`src/rtl/uart_tx_cfg.sv`:
```
// UART transmitter with a word-wide FIFO in front and a runtime baud divisor.
// Frame format and flow control are fixed per instance through parameters.
module uart_tx_cfg #(
    parameter int CLK_DIV_W  = 16,
    parameter int FIFO_ASIZE = 9,
    parameter int BYTE_WIDTH = 1,
    parameter int BIG_ENDIAN = 0,
    parameter int DATA_BITS  = 8,
    parameter int PARITY     = 0,
    parameter int STOP_BITS  = 1,
    parameter int USE_CTS    = 0
) (
    input  logic                    clk,
    input  logic                    rst,
    input  logic [CLK_DIV_W-1:0]    cfg_div,
    input  logic                    wreq,
    output logic                    wgnt,
    input  logic [BYTE_WIDTH*8-1:0] wdata,
    output logic [FIFO_ASIZE-1:0]   fifo_level,
    input  logic                    i_cts_n,
    output logic                    idle,
    output logic                    o_uart_tx
);
    localparam int WORD_W = BYTE_WIDTH * 8;
    localparam int DEPTH  = 1 << FIFO_ASIZE;
    localparam int BI_W   = (BYTE_WIDTH > 1) ? $clog2(BYTE_WIDTH) : 1;

    localparam logic [FIFO_ASIZE-1:0] PTR_ONE   = FIFO_ASIZE'(1);
    localparam logic [CLK_DIV_W-1:0]  DIV_ONE   = CLK_DIV_W'(1);
    localparam logic [CLK_DIV_W-1:0]  DIV_MIN   = CLK_DIV_W'(2);
    localparam logic [2:0]            LAST_DBIT = 3'(DATA_BITS - 1);
    localparam logic [2:0]            LAST_SBIT = 3'(STOP_BITS - 1);
    localparam logic [BI_W-1:0]       LAST_BYTE = BI_W'(BYTE_WIDTH - 1);
    localparam logic [BI_W-1:0]       BYTE_ONE  = BI_W'(1);
    localparam logic [7:0]            DATA_MASK = 8'((1 << DATA_BITS) - 1);

    typedef enum logic [2:0] {
        S_IDLE, S_LOAD, S_START, S_DATA, S_PARITY, S_STOP
    } state_t;

    state_t state, state_nx;

    // ---------------- FIFO ----------------
    logic [WORD_W-1:0]     mem [DEPTH];
    logic [FIFO_ASIZE-1:0] wr_ptr, rd_ptr;
    logic [WORD_W-1:0]     rd_data;
    logic                  full, empty, push, pop;
    logic [1:0]            cts_sync;
    logic                  cts_ok;

    assign full       = (wr_ptr + PTR_ONE) == rd_ptr;
    assign empty      = wr_ptr == rd_ptr;
    assign wgnt       = wreq & ~full;
    assign push       = wgnt;
    assign fifo_level = wr_ptr - rd_ptr;
    assign cts_ok     = (USE_CTS == 0) | ~cts_sync[1];
    assign pop        = (state == S_IDLE) & ~empty & cts_ok;

    always_ff @(posedge clk or posedge rst) begin
        if (rst) begin
            wr_ptr   <= '0;
            rd_ptr   <= '0;
            cts_sync <= 2'b11;
        end else begin
            if (push) wr_ptr <= wr_ptr + PTR_ONE;
            if (pop)  rd_ptr <= rd_ptr + PTR_ONE;
            cts_sync <= {cts_sync[0], i_cts_n};
        end
    end

    // Storage and registered read port kept reset-free so they map onto block RAM.
    always_ff @(posedge clk) begin
        if (push) mem[wr_ptr] <= wdata;
        if (pop)  rd_data <= mem[rd_ptr];
    end

    // ---------------- frame datapath ----------------
    logic [WORD_W-1:0]    word_q;
    logic [CLK_DIV_W-1:0] div_q, cnt;
    logic [2:0]           bit_idx;
    logic [BI_W-1:0]      byte_idx;
    logic [7:0]           cur_byte;
    logic                 tick, framing, par_bit, tx_d;

    assign framing = (state == S_START) | (state == S_DATA) |
                     (state == S_PARITY) | (state == S_STOP);
    assign tick    = framing & (cnt == div_q - DIV_ONE);

    always_comb begin
        cur_byte = '0;
        for (int k = 0; k < BYTE_WIDTH; k++) begin
            if (byte_idx == BI_W'(k)) begin
                if (BIG_ENDIAN != 0) cur_byte = word_q[8*(BYTE_WIDTH-1-k) +: 8];
                else                 cur_byte = word_q[8*k +: 8];
            end
        end
    end

    assign par_bit = (PARITY == 1) ? ~(^(cur_byte & DATA_MASK)) : ^(cur_byte & DATA_MASK);

    always_ff @(posedge clk or posedge rst) begin
        if (rst) begin
            word_q   <= '0;
            div_q    <= DIV_MIN;
            cnt      <= '0;
            bit_idx  <= '0;
            byte_idx <= '0;
        end else begin
            // Divisor is only sampled here, so a frame in flight never changes rate.
            if (state == S_LOAD) begin
                word_q <= rd_data;
                div_q  <= (cfg_div < DIV_MIN) ? DIV_MIN : cfg_div;
            end
            if (state == S_LOAD || tick) cnt <= '0;
            else if (framing)            cnt <= cnt + DIV_ONE;
            if (state_nx != state) bit_idx <= '0;
            else if (tick)         bit_idx <= bit_idx + 3'd1;
            if (state == S_LOAD)                               byte_idx <= '0;
            else if (state == S_STOP && state_nx == S_START)   byte_idx <= byte_idx + BYTE_ONE;
        end
    end

    // ---------------- FSM ----------------
    always_ff @(posedge clk or posedge rst) begin
        if (rst) state <= S_IDLE;
        else     state <= state_nx;
    end

    always_comb begin
        state_nx = state;
        case (state)
            S_IDLE:   if (pop) state_nx = S_LOAD;
            S_LOAD:   state_nx = S_START;
            S_START:  if (tick) state_nx = S_DATA;
            S_DATA:   if (tick && bit_idx == LAST_DBIT)
                          state_nx = (PARITY != 0) ? S_PARITY : S_STOP;
            S_PARITY: if (tick) state_nx = S_STOP;
            S_STOP:   if (tick && bit_idx == LAST_SBIT)
                          state_nx = (byte_idx == LAST_BYTE) ? S_IDLE : S_START;
            default:  state_nx = S_IDLE;
        endcase
    end

    always_comb begin
        tx_d = 1'b1;
        case (state)
            S_START:  tx_d = 1'b0;
            S_DATA:   tx_d = cur_byte[bit_idx];
            S_PARITY: tx_d = par_bit;
            default:  tx_d = 1'b1;
        endcase
    end

    // Line is registered: it trails the state by one cycle, giving the
    // write-to-start-bit latency of three edges.
    always_ff @(posedge clk or posedge rst) begin
        if (rst) o_uart_tx <= 1'b1;
        else     o_uart_tx <= tx_d;
    end

    assign idle = (state == S_IDLE) & empty;

endmodule

```
`config.mk`:
```
export PLATFORM = sky130hd
export DESIGN_NAME = uart_tx_cfg
export DESIGN_NICKNAME = d
export VERILOG_FILES = /design/src/rtl/uart_tx_cfg.sv
export SDC_FILE = /design/constraint.sdc
export NUM_CORES = 2
export LEC_CHECK = 0
export BUFFER_PORTS_ARGS = -buffer_cell sky130_fd_sc_hd__clkbuf_2
export CAP_MARGIN = 10
export CORE_ASPECT_RATIO = 0.7
export CORE_MARGIN = 2
export CORE_UTILIZATION = 60
export CTS_CLUSTER_DIAMETER = 150
export CTS_CLUSTER_SIZE = 16
export DETAILED_ROUTE_END_ITERATION = 6
export GPL_ROUTABILITY_DRIVEN = 0
export PLACE_DENSITY_LB_ADDON = 0.12
export SLEW_MARGIN = 0
export SYNTH_ARGS = -nofsm -noshare
export SYNTH_HDL_FRONTEND = slang
export SYNTH_SLANG_ARGS = --single-unit
```
`constraint.sdc`:
```
create_clock -name clk -period 5.8 [get_ports clk]
set_clock_uncertainty 0.15 [all_clocks]
set_input_delay 0.87 -clock clk [delete_from_list [all_inputs] [get_ports clk]]
set_output_delay 0.87 -clock clk [all_outputs]
set_load 0.01 [all_outputs]
```
==> metrics.md <==
| Metric | Value |
|---|---|
| Wl on met1 | `173000 µm` |
| Final Hold Fails | `0` |
| Die area | `274000 µm²` |
| Worst setup path end | `fifo_level[8]` |
| Met3 wire length | `64200 µm` |
| Pwr Density | `315 nW/µm²` |
| Die X | `624 µm` |
| Worst path bufs/invs | `2` |
| Synthesis Warnings | `0` |
| Worst-path cell chain | `inv_4, ha_1, o21ai_0, nand2b_1, a21oi_1, nand2_1, xor2_1, clkbuf_2` |
| Worst skew pair latency | `0.89 ns` |
| LEAKAGE | `53.8 nW` |
| Seq/Total Area, Yosys | `77.2%` |
| Chip height | `438 µm` |
| Critical Path Source | `rd_ptr[3]` |
| Layout Nets | `8000` |
| Largest net degree at the start of global routing | `201` |
| Post-Route WL | `442000 µm` |
| Final ANT Viol Nets | `0` |
| Top sig layer | `met5` |
| RSZ-0062 raised after global routing | `no` |
| CTS resizes | `0` |
| Fillers | `17300` |
| Initial antenna violation count | `45` |
| Outcome | `finished, final reports clean` |
| GRT Util Overall | `32.5%` |
| Clk buf depth | `4` |
| Layout area overhead | `8.69%` |
| Max Fclk | `185 MHz` |
| Post-synth top flop | `edfxtp_1` |
| Row count | `159` |
| DRC Markers | `0` |
| Reg2reg setup slack | `0.65 ns` |
| First-pass GRT wire length | `618000 µm` |
| Port-buffer cells | `38` |
| Metal2 WL | `191000 µm` |
| Critical Path Stages | `8` |
| Post-CTS Setup Inserts | `0` |
| Netlist cell types | `75` |
| Max transition margin | `9.87%` |
| CP Launch Type | `flop` |
| Slowest-stage cell, CP | `dfrtp_4` |
| Mapped Area | `162000 µm²` |
| Clk pin slew, worst setup/hold paths | `0.08 ns` |
| Vias in the first global route | `79600` |
| Setup TNS | `0 ns` |
| Final HPWL DP | `276000 µm` |
| First drt pass iteration count | `6` |
| Initial DRC count | `14000` |
| Number of setup violations in the final report | `0` |
| Crit Reg-Reg Endpoint | `mem[296][2]` |
| Max cap viols | `0` |
| R2r startpoint | `wr_ptr[1]` |
| Critical path type | `reg2out` |
| Synthesized Nets | `7847` |
| Synth Area per Inst | `20.7 µm²` |
| CTS tree | `built` |
| Worst-path fanout max | `34` |
| Most common cell after layout, fill and taps aside | `edfxtp_1` |
| Min-Delay Path Class | `in2reg` |
| Most frequent cells in the layout | `edfxtp_1, mux4_2, nor2_1, nand2_1, clkbuf_16` |
| Worst path arrival time | `4.40 ns` |
| Remaining Overflow, GRT | `0` |
| Asr flop ratio synth | `1.58%` |
| R2r worst-path depth | `10` |
| Final Power | `55.4 mW` |
| Top Ports | `40` |
| Yosys reg bits | `4170` |
| Number of buffers created by CTS | `302` |
| Via density | `7.17` |
| Cells after Synth | `7800` |
| Fin crit period | `5.42 ns` |
| Hold Buf Count CTS | `0` |
| Starting Density | `60.3%` |
| Largest stage delay on the critical path | `1.02 ns` |
| Routed wire per std cell | `38.2 µm` |
| Via count | `82900` |
| Core area | `268000 µm²` |
| CTS Root Cell | `clkbuf_16` |
| Critical path capture point type | `output port` |
| Tightest Pin Transition | `1.35 ns` |
| Peak VDD IR | `0.336 mV` |
| Share of cells above drive strength 1 | `21.7%` |
| Post-synth EDFFs | `4104` |
| CP delay by family, top | `flip-flops` |
| Fin. max-slew vios | `0` |
| CP required | `4.78 ns` |
| Clk sinks | `4170` |
| H-tree depth | `5` |
| Final worst-path cycle share | `93.4%` |
power by group:
group	switching (mW)	leakage (nW)	total, mW	internal, mW
Combinational	2.15	12.2	2.62	0.468
Sequential	0.124	37.7	33.4	33.3
Clock	9.77	3.92	19.4	9.59
synth_stat cells (16+ instances only):
cell type | n | share of area, %
buf_2 | 90 | 0.28
nor4_1 | 25 | 0.097
a31oi_1 | 37 | 0.14
mux4_2 | 1025 | 14
a211oi_1 | 28 | 0.13
dfrtp_1 | 64 | 0.99
xor2_1 | 29 | 0.16
nor2b_1 | 17 | 0.066
mux2_2 | 17 | 0.12
ha_1 | 18 | 0.14
o22ai_1 | 159 | 0.62
a22oi_1 | 81 | 0.38
nand4_1 | 38 | 0.15
a21oi_1 | 60 | 0.19
edfxtp_1 | 4104 | 76
buf_1 | 119 | 0.28
clkbuf_1 | 261 | 0.61
o21ai_0 | 56 | 0.17
nand2_1 | 366 | 0.85
nor2_1 | 606 | 1.4
xnor2_1 | 42 | 0.23
and3_1 | 25 | 0.097
o221ai_1 | 17 | 0.092
nor3_1 | 43 | 0.13
nand3_1 | 153 | 0.47
inv_1 | 16 | 0.037
mux2i_1 | 119 | 0.74
how the worst min path moves through the flow:
stage           startpoint        end  slack, ns  cells after the start
2_1_floorplan   rd_data[0]  word_q[0]       0.26                      2
3_3_place_gp    rd_data[1]  word_q[1]       0.34                      2
3_5_place_dp    rd_data[7]  word_q[7]       0.33                      2
4_1_cts         cfg_div[8]   div_q[8]       0.01                      3
5_1_grt        cfg_div[14]  div_q[14]       0.05                      3
6_report        cfg_div[3]   div_q[3]       0.06                      3
cells by family (layout without fill, tap and decap cells):
family	Yosys count	after routing	share of synthesized area (%)
AO/OA/AOI/OAI	531	531	2.21
XOR/XNOR	71	71	0.385
adder cells (fa/ha/maj)	19	19	0.152
buffers and inverters	491	708	1.21
flip-flops	4170	4170	77.2
multiplexers	1161	1161	15.1
other	0	13	0
AND/OR/NAND/NOR	1357	1357	3.67
worst register-to-register path, delay by kind of cell, from the launching register on:
kind                     cells  cell delay, ns
AND/OR/NAND/NOR              3            1.50
buffers and inverters        3            1.00
AO/OA/AOI/OAI                3            0.91
adder cells (fa/ha/maj)      1            0.69
flip-flops                   1            0.50
final cells by class:
| class | instances | area, µm² | area share, % |
|---|---|---|---|
| timing repair buffer | 319 | 3090 | 1.76 |
| inverter | 21 | 90.1 | 0.0513 |
| antenna | 13 | 32.5 | 0.0185 |
| clock inverter | 10 | 103 | 0.0584 |
| clock buffer | 358 | 7920 | 4.50 |
| multi-input combinational | 3139 | 35200 | 20.0 |
| sequential | 4170 | 125000 | 71.1 |
| tap | 3542 | 4430 | 2.52 |
through the flow:
| stage | instance area (µm²) | utilization, % | worst slack [ns] | cells | hold WS [ns] |
|---|---|---|---|---|---|
| 6_report | 176000 | 65.5 | 0.384 | 11600 | 0.0554 |
| 5_1_grt | 176000 | 65.5 | 0.443 | 11600 | 0.0544 |
| 4_1_cts | 176000 | 65.5 | 0.466 | 11600 | 0.0121 |
| 3_5_place_dp | 168000 | 62.5 | 0.857 | 11200 | 0.333 |
| 3_3_place_gp | 168000 | 62.5 | 0.941 | 11200 | 0.338 |
| 2_1_floorplan | 162000 | - | 1.57 | 7800 | 0.265 |
per-layer routing:
metal	global-route usage, %	vias up
li1	-	32400
met1	50.7	44000
met2	45.4	5802
met3	9.75	747
met4	9.05	26
met5	0	-
registers in the layout (all words and copies together), names as in the netlist, 3 cells and up:
signal / cells
rd_ptr: 9
wr_ptr: 9
mem: 4096
cnt: 16
word_q: 8
state: 3
rd_data: 8
bit_idx: 3
div_q: 16
Note: power is estimated with default switching activity, not from simulation.
